--- src/rtl/add_sub_cla_4bit_if.sv ---
// Operand/result bundle for add_sub_cla_4bit.
// The master drives operands and collects results; the slave is the arithmetic block.
interface add_sub_cla_4bit_if;
    logic [3:0] a;
    logic [3:0] b;
    logic       sel;
    logic       in_valid;
    logic [3:0] sum;
    logic       carry;
    logic       overflow;
    logic       out_valid;

    modport master (
        output a, b, sel, in_valid,
        input  sum, carry, overflow, out_valid
    );

    modport slave (
        input  a, b, sel, in_valid,
        output sum, carry, overflow, out_valid
    );
endinterface

--- src/rtl/add_sub_cla_4bit.sv ---
// Registered 4-bit two's-complement adder/subtractor on a carry-lookahead core.
// sel = 0 adds, sel = 1 subtracts (a + ~b + 1). Carries are flat two-level
// sum-of-products so no carry ripples through lower bit positions.
// Build option: define ADDSUB_CLA_INREG_EN to register a, b, sel and in_valid
// ahead of the core (latency 2 instead of 1).
module add_sub_cla_4bit (
    input  logic                   clk,
    input  logic                   rst,
    add_sub_cla_4bit_if.slave      bus
);

    logic [3:0] op_a;
    logic [3:0] op_b;
    logic       op_sel;
    logic       op_vld;

`ifdef ADDSUB_CLA_INREG_EN
    logic [3:0] a_q;
    logic [3:0] b_q;
    logic       sel_q;
    logic       vld_q;

    // Input stage: capture operands every cycle, cleared by reset.
    always_ff @(posedge clk) begin
        if (rst) begin
            a_q   <= 4'd0;
            b_q   <= 4'd0;
            sel_q <= 1'b0;
            vld_q <= 1'b0;
        end else begin
            a_q   <= bus.a;
            b_q   <= bus.b;
            sel_q <= bus.sel;
            vld_q <= bus.in_valid;
        end
    end

    assign op_a   = a_q;
    assign op_b   = b_q;
    assign op_sel = sel_q;
    assign op_vld = vld_q;
`else
    assign op_a   = bus.a;
    assign op_b   = bus.b;
    assign op_sel = bus.sel;
    assign op_vld = bus.in_valid;
`endif

    // Operand conditioning: invert b and inject carry-in for subtraction.
    logic [3:0] bx;
    logic [3:0] g;
    logic [3:0] p;
    logic       c0, c1, c2, c3, c4;

    assign bx = op_b ^ {4{op_sel}};
    assign c0 = op_sel;
    assign g  = op_a & bx;
    assign p  = op_a ^ bx;

    // Fully expanded lookahead carries.
    assign c1 = g[0]
              | (p[0] & c0);
    assign c2 = g[1]
              | (p[1] & g[0])
              | (p[1] & p[0] & c0);
    assign c3 = g[2]
              | (p[2] & g[1])
              | (p[2] & p[1] & g[0])
              | (p[2] & p[1] & p[0] & c0);
    assign c4 = g[3]
              | (p[3] & g[2])
              | (p[3] & p[2] & g[1])
              | (p[3] & p[2] & p[1] & g[0])
              | (p[3] & p[2] & p[1] & p[0] & c0);

    logic [3:0] sum_c;
    logic       ovf_c;

    assign sum_c = p ^ {c3, c2, c1, c0};
    assign ovf_c = c3 ^ c4;

    // Output stage: results load only on valid, out_valid follows valid every cycle.
    always_ff @(posedge clk) begin
        if (rst) begin
            bus.sum       <= 4'd0;
            bus.carry     <= 1'b0;
            bus.overflow  <= 1'b0;
            bus.out_valid <= 1'b0;
        end else begin
            bus.out_valid <= op_vld;
            if (op_vld) begin
                bus.sum      <= sum_c;
                bus.carry    <= c4;
                bus.overflow <= ovf_c;
            end
        end
    end

endmodule

--- src/flat_wrapper.sv ---
// flat-port wrapper written by rule: the top's interface ports become plain ports
module add_sub_cla_4bit_flat 
  (clk, rst, bus_a, bus_b, bus_sel, bus_in_valid, bus_sum, bus_carry, bus_overflow, bus_out_valid);
  add_sub_cla_4bit_if bus_i ();
  input  logic clk;
  input  logic rst;
  input wire logic [$bits(bus_i.a)-1:0] bus_a;
  input wire logic [$bits(bus_i.b)-1:0] bus_b;
  input wire logic [$bits(bus_i.sel)-1:0] bus_sel;
  input wire logic [$bits(bus_i.in_valid)-1:0] bus_in_valid;
  output wire logic [$bits(bus_i.sum)-1:0] bus_sum;
  output wire logic [$bits(bus_i.carry)-1:0] bus_carry;
  output wire logic [$bits(bus_i.overflow)-1:0] bus_overflow;
  output wire logic [$bits(bus_i.out_valid)-1:0] bus_out_valid;
  assign bus_i.a = bus_a;
  assign bus_i.b = bus_b;
  assign bus_i.sel = bus_sel;
  assign bus_i.in_valid = bus_in_valid;
  assign bus_sum = bus_i.sum;
  assign bus_carry = bus_i.carry;
  assign bus_overflow = bus_i.overflow;
  assign bus_out_valid = bus_i.out_valid;
  add_sub_cla_4bit u_core (.clk(clk), .rst(rst), .bus(bus_i));
endmodule
--- config.mk ---
export PLATFORM = sky130hd
export DESIGN_NAME = add_sub_cla_4bit_flat
export DESIGN_NICKNAME = d
export VERILOG_FILES = /design/src/rtl/add_sub_cla_4bit_if.sv /design/src/rtl/add_sub_cla_4bit.sv /design/src/flat_wrapper.sv
export SDC_FILE = /design/constraint.sdc
export NUM_CORES = 1
export LEC_CHECK = 0
export ABC_AREA = 1
export CORE_AREA = 2 2 39 41
export DETAILED_ROUTE_END_ITERATION = 12
export DIE_AREA = 0 0 41 43
export MAX_ROUTING_LAYER = met4
export PLACE_DENSITY_LB_ADDON = 0.15
export SKIP_CTS_REPAIR_TIMING = 1
export SYNTH_ARGS = -nofsm -noshare
export SYNTH_HDL_FRONTEND = slang
export SYNTH_SLANG_ARGS = --single-unit
--- constraint.sdc ---
create_clock -name clk -period 3.9 [get_ports clk]
set_input_delay 0.78 -clock clk [delete_from_list [all_inputs] [get_ports clk]]
set_output_delay 0.78 -clock clk [all_outputs]
set_load 0.03 [all_outputs]
==> impl_results.md <==
* Critical Path Source: bus_sel
* FF+latch count, synth at 7
* Commonest non-fill, non-tap cells in the layout: nor2_1, clkdlybuf4s50_1, inv_1, nand2_1, dfxtp_1
* Final count of negative-setup-slack endpoints at 0
* RSZ-0062 raised after global routing: false
* HP Start: u_core.bus.sum[3]
* Leakage at 0.376 nW
* Pre-Repair DR Iteration Count at 2
* Clk sinks at 7
* Reg-to-Reg Start: u_core.bus.sum[0]
* P&R area growth vs syn at 36.4%
* Worst Hold Class: register to register
* Clock-pin slew on the worst setup and hold paths at 50 ps
* Die H at 43 um
* Buffers on Ports at 18
* Crit-path cells: clkdlybuf4s50_1 -> xor2_1 -> ha_1 -> nand3_1 -> nor2_1 -> nor2_2 -> nand2_1 -> nand3_1 -> nand2_1 -> inv_1
* Ys Warns at 0
* Gr usage total at 13.7%
* Outcome: complete, no violations
* Crit-path max FO at 8
* Grt ovf at 0
* Area of the die at 0.00176 mm^2
* Rows at 14
* Post-synthesis cell count at 81
* Chip width at 41 um
* Worst EP arrival at 2590 ps
* Routability Congestion at 0.839
* Initial Utilization at 39.5%
* Setup crit end kind: register
* Drt first-iter violations at 2
* Share of post-route cells with drive strength above 1 at 11.0%
* Post-synthesis sequential area ratio at 25.6%
* Final #Nets at 117
* Post-route ant nets at 0
* CTS Buffer Depth at 2
* Async set-or-reset flop fraction in the synthesized netlist at 0%
* Diode count at 0
* Top FF cell, synth: dfxtp_1
* CTS root buf: clkbuf_4
* Fillers at 157
* Post-layout minimum cycle time at 2440 ps
* Peak supply drop at 0.000127 V
* Worst path required time at 4050 ps
* DR WL/cell at 8.29 um
* H-tree depth at 1
* Setup_tns at 0 ps
* Avg Cell Area, Syn at 6.75 um^2
* Inst Count DP at 112
* Slew Limit Headroom at 73.8%
* Core area at 0.00138 mm^2
* Non-filler cells, final at 116
* Final count of hold timing violations at 0
* Via density at 4.30
* Pins Over Slew Limit at 0
* Clk_skew at 0 ps
* Max Cap Violations at 0
* Top-Level Pins at 19
* Slowest-stage cell, CP: clkdlybuf4s50_1
* CP Launch Type: input pin
* Pwr/cell area at 342 mW/mm^2
* Syn nets at 97
* Total wire length at 962 um
* Post-synth EDFFs at 0
* Via count at 499
* First-pass GRT wire length at 1.59 mm
* Final period utilization at 62.6%
* Worst skew pair latency at 250 ps
* CP peak stage delay at 600 ps
* Residual DRC at 0
* CTS tree: built
* Final HPWL DP at 778 um
* Largest net degree at the start of global routing at 10
* Vias in the first global route at 413
* CTS buffer count at 3
* Initial antenna violation count at 0
* Max Freq at 410 MHz
* Post-synthesis cell type count at 20
* Area of the mapped netlist at 547 um^2
* Worst Tran Pin Value at 392 ps
* Kind of critical path: input pin to register
## where the power goes
| part | internal (mW) | total, mW | switching [mW] |
|---|---|---|---|
| combinational | 0.0483 | 0.108 | 0.0592 |
| sequential | 0.0789 | 0.0821 | 0.00320 |
| clock | 0.0390 | 0.0655 | 0.0265 |
## worst max-delay path, delay by kind of cell
kind	cells	cell delay [ps]
buffers and inverters	2	630
AND/OR/NAND/NOR	6	480
XOR/XNOR	1	250
adder cells (fa/ha/maj)	1	430
## synthesized netlist by cell type (2+ instances only)
| library cell | number | area share [%] |
|---|---|---|
| ha_1 | 4 | 9.2 |
| nand2_1 | 11 | 7.6 |
| nand2_2 | 4 | 4.6 |
| xor2_1 | 6 | 9.6 |
| dfxtp_1 | 7 | 26 |
| nand3_1 | 5 | 4.6 |
| buf_6 | 2 | 4.1 |
| inv_1 | 11 | 7.6 |
| nor2_1 | 18 | 12 |
| o21ai_0 | 3 | 2.7 |
## registers in the layout (all words and copies together), names as in the netlist
name and cells:
u_core.bus.carry 1, u_core.bus.out_valid 1, u_core.bus.overflow 1, u_core.bus.sum 4
## path summary, 6_finish.rpt
path	endpoint	slack [ps]	cells past startpoint
max reg2reg	u_core.bus.sum[0]	3220	4
min	u_core.bus.sum[3]	510	2
max	u_core.bus.overflow	1460	10
min reg2reg	u_core.bus.sum[3]	510	2
## final cells by class
cell class	count	area (um^2)	area share (%)
multi-input cells	59	334	44.8
flip-flops and latches	7	140	18.8
clock buffers	4	26.3	3.52
inverters	12	45.0	6.04
repair buffers	18	180	24.2
well taps	16	20.0	2.68
## kinds of logic (layout without fill, tap and decap cells)
kind of cell / Yosys count / count (layout) / share of synthesized area [%]
flops: 7 / 7 / 25.6
xor+xnor: 7 / 7 / 11.2
simple gates: 41 / 41 / 33.2
compound gates: 7 / 7 / 7.55
fa+ha+maj: 4 / 4 / 9.15
buf+inv: 15 / 34 / 13.3
## metrics by stage
stage / hold WS, ps / total power, mW / setup WS (ps) / util [%] / instance area [um^2]
finish: 513 / 0.255 / 1460 / 53.9 / 746
global route: 541 / 0.278 / 1280 / 53.9 / 746
CTS: 509 / 0.260 / 1450 / 53.9 / 746
detailed placement: 501 / 0.192 / 1180 / 52.0 / 719
global placement: 485 / 0.191 / 1240 / 52.0 / 719
floorplan: 627 / 0.161 / 1900 / - / 547
## per-layer routing
layer  share of wire, %  GRT usage [%]  routed length, um
met5                  0              -                  0
met4                  0           10.0                  0
met3                4.8           3.14                 46
met2                 48           19.1                464
met1                 47           16.3                450
No activity file was read; power rests on OpenSTA's default activity.
